## config.mk

```make
export PLATFORM = sky130hd
export DESIGN_NAME = b_bus_mux_seq
export DESIGN_NICKNAME = d
export VERILOG_FILES = /design/src/rtl/b_bus_pkg.sv /design/src/rtl/b_bus_out_reg.sv /design/src/rtl/b_bus_mux_seq.sv
export SDC_FILE = /design/constraint.sdc
export NUM_CORES = 1
export LEC_CHECK = 0
export ABC_CLOCK_PERIOD_IN_PS = 2400
export CORE_AREA = 2 2 238 240
export CTS_BUF_LIST = sky130_fd_sc_hd__clkbuf_8
export DETAILED_ROUTE_END_ITERATION = 8
export DIE_AREA = 0 0 240 242
export GPL_ROUTABILITY_DRIVEN = 0
export GPL_TIMING_DRIVEN = 0
export PLACE_DENSITY_LB_ADDON = 0.3
export SETUP_SLACK_MARGIN = 0.5
export SKIP_CTS_REPAIR_TIMING = 1
export SYNTH_ARGS = -nofsm -noshare
export SYNTH_HDL_FRONTEND = slang
export SYNTH_HIERARCHICAL = 1
export SYNTH_SLANG_ARGS = --single-unit
```

## constraint.sdc

```tcl
create_clock -name clk -period 2.4 [get_ports clk]
set_input_delay 0.24 -clock clk [delete_from_list [all_inputs] [get_ports clk]]
set_output_delay 0.24 -clock clk [all_outputs]
set_load 0.01 [all_outputs]
```

## src/rtl/b_bus_pkg.sv

```systemverilog
// Shared definitions for the B-bus source multiplexer: source indices,
// kernel run length and controller state encoding.
package b_bus_pkg;

    localparam int SRC_MDR  = 0;
    localparam int SRC_K0   = 1;
    localparam int SRC_K1   = 2;
    localparam int SRC_K2   = 3;
    localparam int SRC_K3   = 4;
    localparam int SRC_K4   = 5;
    localparam int SRC_K5   = 6;
    localparam int SRC_K6   = 7;
    localparam int SRC_K7   = 8;
    localparam int SRC_K8   = 9;
    localparam int SRC_P1   = 10;
    localparam int SRC_P2   = 11;
    localparam int SRC_P3   = 12;
    localparam int SRC_DP   = 13;
    localparam int SRC_CV   = 14;
    localparam int SRC_I    = 15;
    localparam int SRC_MBRU = 16;

    localparam int KERNEL_LEN = 9;

    typedef enum logic [0:0] {
        ST_IDLE  = 1'b0,
        ST_BURST = 1'b1
    } bus_state_e;

endpackage

```

## src/rtl/b_bus_out_reg.sv

```systemverilog
// Output holding register for the B bus: data plus source index, with a
// valid/ready stage that holds its contents while the consumer stalls.
module b_bus_out_reg
    import b_bus_pkg::*;
#(
    parameter int WIDTH = 32,
    parameter int SEL_W = 5
) (
    input  logic             clk,
    input  logic             rst_n,
    input  logic             load,
    input  logic [WIDTH-1:0] ld_data,
    input  logic [SEL_W-1:0] ld_src,
    input  logic             y_ready,
    output logic [WIDTH-1:0] y,
    output logic [SEL_W-1:0] y_src,
    output logic             y_valid,
    output logic             load_ok
);

    logic [WIDTH-1:0] y_r;
    logic [SEL_W-1:0] y_src_r;
    logic             y_valid_r;

    // Beat register: load a new beat, retire a consumed one, or hold under stall.
    always_ff @(posedge clk or negedge rst_n) begin
        if (!rst_n) begin
            y_r       <= {WIDTH{1'b0}};
            y_src_r   <= {SEL_W{1'b0}};
            y_valid_r <= 1'b0;
        end else if (load) begin
            y_r       <= ld_data;
            y_src_r   <= ld_src;
            y_valid_r <= 1'b1;
        end else if (y_ready) begin
            y_valid_r <= 1'b0;
        end else begin
            y_valid_r <= y_valid_r;
        end
    end

    assign load_ok = !y_valid_r || y_ready;
    assign y       = y_r;
    assign y_src   = y_src_r;
    assign y_valid = y_valid_r;

endmodule

```

## src/rtl/b_bus_mux_seq.sv

```systemverilog
// Registered B-bus source multiplexer with single-beat requests and a
// burst mode that streams consecutive source indices onto the bus.
module b_bus_mux_seq
    import b_bus_pkg::*;
#(
    parameter int WIDTH   = 32,
    parameter int NUM_SRC = 17,
    parameter int SEL_W   = 5
) (
    input  logic                     clk,
    input  logic                     rst_n,
    input  logic [NUM_SRC*WIDTH-1:0] src_flat,
    input  logic [SEL_W-1:0]         sel,
    input  logic                     sel_valid,
    output logic                     sel_ready,
    input  logic                     burst_start,
    input  logic [SEL_W-1:0]         burst_base,
    input  logic [SEL_W-1:0]         burst_len,
    output logic [WIDTH-1:0]         y,
    output logic                     y_valid,
    output logic [SEL_W-1:0]         y_src,
    input  logic                     y_ready,
    output logic                     busy,
    output logic                     err_sel,
    input  logic                     err_clr
);

    bus_state_e       state_r, next_state_s;
    logic [SEL_W-1:0] idx_r;
    logic [SEL_W-1:0] rem_r;
    logic             err_r;

    logic             load_ok_s;
    logic             load_s;
    logic             burst_go_s;
    logic             sel_ready_s;
    logic             illegal_s;
    logic [SEL_W-1:0] load_idx_s;
    logic [WIDTH-1:0] sel_data_s;
    logic [WIDTH-1:0] src_arr_s [NUM_SRC];

    for (genvar g = 0; g < NUM_SRC; g++) begin : g_src
        assign src_arr_s[g] = src_flat[g*WIDTH +: WIDTH];
    end

    // Next-state, handshake and load decision.
    always_comb begin
        next_state_s = state_r;
        load_s       = 1'b0;
        load_idx_s   = idx_r;
        burst_go_s   = 1'b0;
        sel_ready_s  = 1'b0;
        case (state_r)
            ST_IDLE: begin
                sel_ready_s = load_ok_s && !burst_start;
                if (burst_start && (burst_len != {SEL_W{1'b0}})) begin
                    next_state_s = ST_BURST;
                    burst_go_s   = 1'b1;
                end else if (sel_valid && sel_ready_s) begin
                    load_s     = 1'b1;
                    load_idx_s = sel;
                end else begin
                    load_s = 1'b0;
                end
            end
            ST_BURST: begin
                if (load_ok_s) begin
                    load_s     = 1'b1;
                    load_idx_s = idx_r;
                    if (rem_r == SEL_W'(1)) begin
                        next_state_s = ST_IDLE;
                    end else begin
                        next_state_s = ST_BURST;
                    end
                end else begin
                    load_s = 1'b0;
                end
            end
            default: begin
                next_state_s = ST_IDLE;
            end
        endcase
    end

    // Indices past the last source read as zero and raise the error flag.
    always_comb begin
        illegal_s = ({1'b0, load_idx_s} >= (SEL_W+1)'(NUM_SRC));
        if (illegal_s) begin
            sel_data_s = {WIDTH{1'b0}};
        end else begin
            sel_data_s = src_arr_s[load_idx_s];
        end
    end

    // Controller state, burst counters and sticky error flag.
    always_ff @(posedge clk or negedge rst_n) begin
        if (!rst_n) begin
            state_r <= ST_IDLE;
            idx_r   <= {SEL_W{1'b0}};
            rem_r   <= {SEL_W{1'b0}};
            err_r   <= 1'b0;
        end else begin
            state_r <= next_state_s;
            if (burst_go_s) begin
                idx_r <= burst_base;
                rem_r <= burst_len;
            end else if (load_s && (state_r == ST_BURST)) begin
                idx_r <= idx_r + SEL_W'(1);
                rem_r <= rem_r - SEL_W'(1);
            end else begin
                idx_r <= idx_r;
                rem_r <= rem_r;
            end
            // set beats clear when both happen on the same edge
            if (load_s && illegal_s) begin
                err_r <= 1'b1;
            end else if (err_clr) begin
                err_r <= 1'b0;
            end else begin
                err_r <= err_r;
            end
        end
    end

    b_bus_out_reg #(
        .WIDTH (WIDTH),
        .SEL_W (SEL_W)
    ) u_out_reg (
        .clk     (clk),
        .rst_n   (rst_n),
        .load    (load_s),
        .ld_data (sel_data_s),
        .ld_src  (load_idx_s),
        .y_ready (y_ready),
        .y       (y),
        .y_src   (y_src),
        .y_valid (y_valid),
        .load_ok (load_ok_s)
    );

    assign sel_ready = sel_ready_s;
    assign busy      = (state_r == ST_BURST);
    assign err_sel   = err_r;

endmodule
```

==> flow_summary.ini, run 1 <==
[timing]
fin_crit_ns = 2.98
max_freq_ghz = 0.335
fin_ws_ns = -0.585
setup_viol = 34
rsz0062_at_grt = yes
maxSlewViolCount = 0
fin_setup_tns_ns = -16.12
slew_headroom = 0.272
hold_viol_final = 0
tightest_slew_ns = 1.09
skew_ns = 0.0113
finalCritPeriodShare = 1.24

[synth]
synth_top_area_cell = dfrtp_1
synth_common_cells = nand2_1, mux2i_1, a21oi_1, clkbuf_1, dfrtp_1
synth_compound_area_frac = 0.258
synth_ff_type = dfrtp_1
synth_cell_types = 53
synth_edf_count = 0
synth.most_common_cell = nand2_1
synth_top_family_by_area = multiplexers
yosys.area_share.simple = 0.144
syn_nets = 1449
ys_seq_elements = 50
synth_area_leaders = dfrtp_1, mux2i_1, mux4_2
synth_area_per_cell_sq_um = 8.46
synthArstFlopShare = 1.00
synth-xor-area-share = 0.00235
synthMuxAreaShare = 0.338
syn_inst = 881
synthAdderAreaFrac = 0.00504
seq_area_frac_synth = 0.168
synthesis.area_sq_mm = 0.00745
ys_warn_count = 6
synth_top_area_share = 0.168

[grt]
overflow = 0
grt_usage = 0.192
grt_pass1_vias = 10900
grt_max_degree = 51
grt_pass1_wl_um = 78400
antenna_found_initial = 3

[floorplan]
core_sq_mm = 0.0557
die_area_sq_mm = 0.0581
die_h_um = 242
initial_core_util = 0.134
num_io_pins = 606
num_rows = 87
die_w_um = 240

[clocking]
clock-root-buffer = clkbuf_8
clock_sinks = 50
clk_latency_ns = 0.39
cts_tree = yes
cts.clk_slew.worst_paths_ns = 0.14
cts_buffers = 5
htree_levels = 2
cts_buffer_depth = 2

[drt]
drtPass1Iterations = 5
via_per_inst = 4.46
vias = 10200
dr.first_iter.drc_count = 462
wl_um = 59800
drc = 0
wl_per_cell_um = 26.1
ant_nets = 0

[placement]
placed_area_sq_mm = 0.0145
numPortBuffers = 604
hpwl_um = 47700
numPlacedInstances = 2242

[final_layout]
stdcell_area_sq_mm = 0.0159
drive_gt1_frac = 0.188
nFillCells = 6013
fin_util = 0.286
area.growth.synth_to_final_pct = 114
final_cells = 2294
final_nets = 2104

[setup_path]
cp.arrival_ns = 3.27
crit_path_max_incr_delay_ns = 0.50
slowest_stage = mux4_2
crit_chain = nand2b_1 > buf_6 > nor4bb_4 > buf_6 > mux2i_4 > buf_12 > inv_12 > buf_16 > buf_12 > mux4_2 > a21oi_2 > o31ai_1 > mux2_2
crit_type = reg -> reg
endpoint = u_out_reg/y[4]
end_kind = register
worstRegToRegCells = 13
rrSetupSlack_ns = -0.58
critical_path.max_fanout = 11
critPathLaunch = u_out_reg/y_valid
r2r-start = u_out_reg/y_valid
cp.required_ns = 2.69
reg2reg_to = u_out_reg/y[4]
start_kind = register

[power_and_ir_drop]
ir_worst_vdd_uv = 465
power_density_mw_per_mm2 = 1040
p_leak_nw = 5.92
finalPower_w = 0.0166

[status]
violations = setup timing
status = finished, violations left

[min_path]
hold_class = in -> reg

[flow_run]
maxCapViolations = 0
layout by cell type, fill, tap and decap left out, types with 13 or more instances in the layout:
master | Yosys | final
a21oi_1 | 68 | 50
a21oi_2 | 0 | 13
a32o_1 | 31 | 31
buf_12 | 8 | 16
buf_4 | 2 | 42
buf_6 | 12 | 17
clkbuf_1 | 53 | 15
clkbuf_2 | 0 | 13
clkdlybuf4s50_1 | 0 | 602
dfrtp_1 | 50 | 50
mux2_2 | 21 | 16
mux2_4 | 19 | 24
mux2i_1 | 123 | 102
mux2i_2 | 0 | 13
mux4_2 | 32 | 32
nand2_1 | 173 | 170
nand3_1 | 35 | 27
o211ai_1 | 30 | 30
o21ai_0 | 40 | 38
o221ai_1 | 30 | 21
o22ai_1 | 31 | 30
o31ai_1 | 32 | 26
metrics by stage:
stage	worst slack, ns	hold WS [ns]
global route	-0.711	0.391
floorplan	-0.289	-0.0556
finish	-0.585	0.409
global placement	-2.73	0.491
CTS	-2.40	-0.0652
detailed placement	-2.72	0.399
layer usage:
metal / vias to the layer above / wire, um / GRT usage
met4: 0 / 1550 / 0.0650
met3: 66 / 3770 / 0.0399
met2: 467 / 29900 / 0.343
li1: 4737 / - / -
met5: - / 0 / 0
met1: 4959 / 24600 / 0.226
registers in the layout (all words and copies together) (netlist names):
name / count
u_out_reg/y: 32
idx_r: 5
rem_r: 5
u_out_reg/y_src: 5
busy: 1
err_sel: 1
u_out_reg/y_valid: 1
worst min-delay path by stage:
stage	start	to	slack, ns	cells after the start
finish	err_clr	err_sel	0.41	2
global route	err_clr	err_sel	0.39	2
CTS	rst_n	err_sel	-0.07	1
detailed placement	rst_n	err_sel	0.40	1
global placement	u_out_reg/y_src[4]	u_out_reg/y_src[4]	0.49	1
floorplan	rst_n	busy	-0.06	0
power breakdown:
part           switching [W]  internal, W  leakage (nW)
logic                0.00754      0.00676          5.27
clock network       0.000474     0.000222        0.0507
registers           0.000308      0.00129         0.601
total                0.00832      0.00828          5.92
critical path, delay by kind of cell, from the launching register on:
kind,cells,cell delay [ns]
mux,3,1.02
flops,1,0.42
compound gates,2,0.22
simple gates,2,0.31
buf+inv,6,0.86
layout make-up:
class / count / area [sq um] / area share
timing repair buffer: 648 / 6560 / 0.412
sequential: 50 / 1250 / 0.0785
tap: 756 / 946 / 0.0594
antenna: 1 / 2.50 / 0.000157
inverter: 9 / 62.6 / 0.00393
clock inverter: 3 / 28.8 / 0.00181
clock buffer: 5 / 68.8 / 0.00432
buffer: 92 / 847 / 0.0532
multi-input combinational: 730 / 6170 / 0.387
cell families after synthesis:
kind of cell / after synthesis
compound gates: 280
mux: 197
flops: 50
simple gates: 248
xor+xnor: 2
fa+ha+maj: 3
buf+inv: 101
Note: power is estimated with default switching activity, not from simulation.
==> run 2: changes to the inputs <==
--- a/config.mk
+++ b/config.mk
@@ -6,10 +6,10 @@
 export NUM_CORES = 1
 export LEC_CHECK = 0
 export ABC_CLOCK_PERIOD_IN_PS = 2400
-export CORE_AREA = 2 2 238 240
-export CTS_BUF_LIST = sky130_fd_sc_hd__clkbuf_8
+export CORE_AREA = 2 2 237 239
 export DETAILED_ROUTE_END_ITERATION = 8
-export DIE_AREA = 0 0 240 242
+export DIE_AREA = 0 0 239 241
+export DONT_BUFFER_PORTS = 1
 export GPL_ROUTABILITY_DRIVEN = 0
 export GPL_TIMING_DRIVEN = 0
 export PLACE_DENSITY_LB_ADDON = 0.3
==> run 2 against run 1 <==
Net effect: the run still ends with setup timing left; sequential share of layout area rose by 4.7 points; critical path depth fell by 1; power fell by 5.0%; combinational power fell by 9%; critical endpoint is now u_out_reg/y[30]; largest cell class is now multi-input gates.
==> flow_summary.ini, run 2 (synthesis gave the netlist of run 1 again) <==
[status]
status = finished, violations left
violations = setup timing

[timing]
skew_ns = 0.00710
maxSlewViolCount = 0
tightest_slew_ns = 1.09
rsz0062_at_grt = yes
slew_headroom = 0.272
hold_viol_final = 0
setup_viol = 33
max_freq_ghz = 0.316
fin_crit_ns = 3.16
finalCritPeriodShare = 1.32
fin_ws_ns = -0.762

[floorplan]
initial_core_util = 0.136
num_rows = 86
die_h_um = 241
num_io_pins = 606
die_w_um = 239
die_area_sq_mm = 0.0576
core_sq_mm = 0.0549

[setup_path]
crit_top_cell = buf_6
cp.required_ns = 2.62
start_kind = register
slowest_stage = dfrtp_2
cp.arrival_ns = 3.38
crit_chain = buf_8 > nor4bb_4 > buf_6 > mux2i_4 > clkinv_8 > buf_16 > buf_12 > buf_6 > mux4_2 > a21oi_2 > o31ai_4 > mux2_4
cp_top_family = multiplexers
critical_path.max_fanout = 8
critPathBufInv = 6
end_kind = register
crit_type = reg -> reg
crit_path_max_incr_delay_ns = 0.47

[clocking]
cts_tree = yes
cts.clk_slew.worst_paths_ns = 0.09
clock_sinks = 50
cts_buffers = 5
clk_latency_ns = 0.33
htree_levels = 2
clock-root-buffer = clkbuf_16
cts_buffer_depth = 2

[power_and_ir_drop]
p_leak_nw = 3.70
finalPower_w = 0.0158
ir_worst_vdd_uv = 615
power_density_mw_per_mm2 = 1580

[final_layout]
largest_reg_flops = 32
final_nets = 1510
stdcell_area_sq_mm = 0.00999
fin_util = 0.182
multiInputGateArea_sq_mm = 0.00615
nFillCells = 6179
area.growth.synth_to_final_pct = 34.1
drive_gt1_frac = 0.324
mostFrequentLayoutCells = nand2_1, mux2i_1, dfrtp_1
regArea_sq_mm = 0.00125
final_common_cell = nand2_1

[drt]
via_per_inst = 5.13
wl_per_cell_um = 34.2
wl_um = 56700
ant_nets = 0
drc = 0
drtPass1Iterations = 5
vias = 8496
dr.first_iter.drc_count = 592

[flow_run]
maxCapViolations = 0

[grt]
grt_pass1_wl_um = 71400
antenna_found_initial = 10
overflow = 0
grt_usage = 0.185
grt_max_degree = 51
grt_pass1_vias = 8436

[placement]
hpwl_um = 45100
numPortBuffers = 0
placed_area_sq_mm = 0.00845
place_ws_ns = -2.20

[min_path]
hold_class = in -> reg
[run 2: cell types whose count changed in the layout (fill, tap and decap cells not counted), sizes merged]
cell,delta
clkinv,+2
buf,+10
diode,+9
inv,-3
clkbuf,-2
dlymetal6s2s,-1
dlygate4sd3,+1
clkinvlp,+1
clkdlybuf4s50,-602
[run 2: cell type report]
class	instances	share of cell area
multi-input combinational	730	0.615
sequential	50	0.125
tap	704	0.0882
buffer	91	0.0839
timing repair buffer	55	0.0646
clock buffer	5	0.0125
inverter	9	0.00526
antenna	10	0.00250
clock inverter	3	0.00213
[run 2: metrics by stage]
stage | hold WS [ns] | instances | setup TNS, ns
after floorplan | -0.0556 | 881 | -8.02
after global placement | -0.0540 | 1585 | -83.94
after detailed placement | -0.0541 | 1587 | -67.22
after CTS | -0.437 | 1595 | -68.51
after global routing | 0.00629 | 1654 | -24.46
final | 0.0180 | 1657 | -21.54
[run 2: worst register-to-register path: cells and delay by family, from the launching register on]
kind | cells | cell delay (ns)
buffers and inverters | 6 | 0.93
muxes | 3 | 1.06
AOI/OAI and AO/OA | 2 | 0.31
and+or+nand+nor | 1 | 0.29
DFF | 1 | 0.47
[run 2: power breakdown]
part	switching [W]	internal [W]
combinational	0.00746	0.00556
clock	0.000449	0.000391
sequential	0.000605	0.00130
[run 2: per-layer routing]
layer / global-route usage / vias up / share of wire
li1: - / 3550 / -
met1: 0.218 / 4189 / 0.39
met2: 0.329 / 649 / 0.49
met3: 0.0396 / 108 / 0.078
met4: 0.0716 / 0 / 0.046
met5: 0 / - / 0
[run 2: final timing paths]
check | start | endpoint | slack, ns | cells past startpoint
worst max-delay path | busy | u_out_reg/y[30] | -0.76 | 12
worst min-delay path | burst_base[1] | idx_r[1] | 0.02 | 2
worst max register to register | busy | u_out_reg/y[30] | -0.76 | 12
worst min register to register | rem_r[1] | rem_r[1] | 0.54 | 1
max in group asynchronous | rst_n | u_out_reg/y[3] | 1.68 | 2
min in group asynchronous | rst_n | err_sel | 0.43 | 2
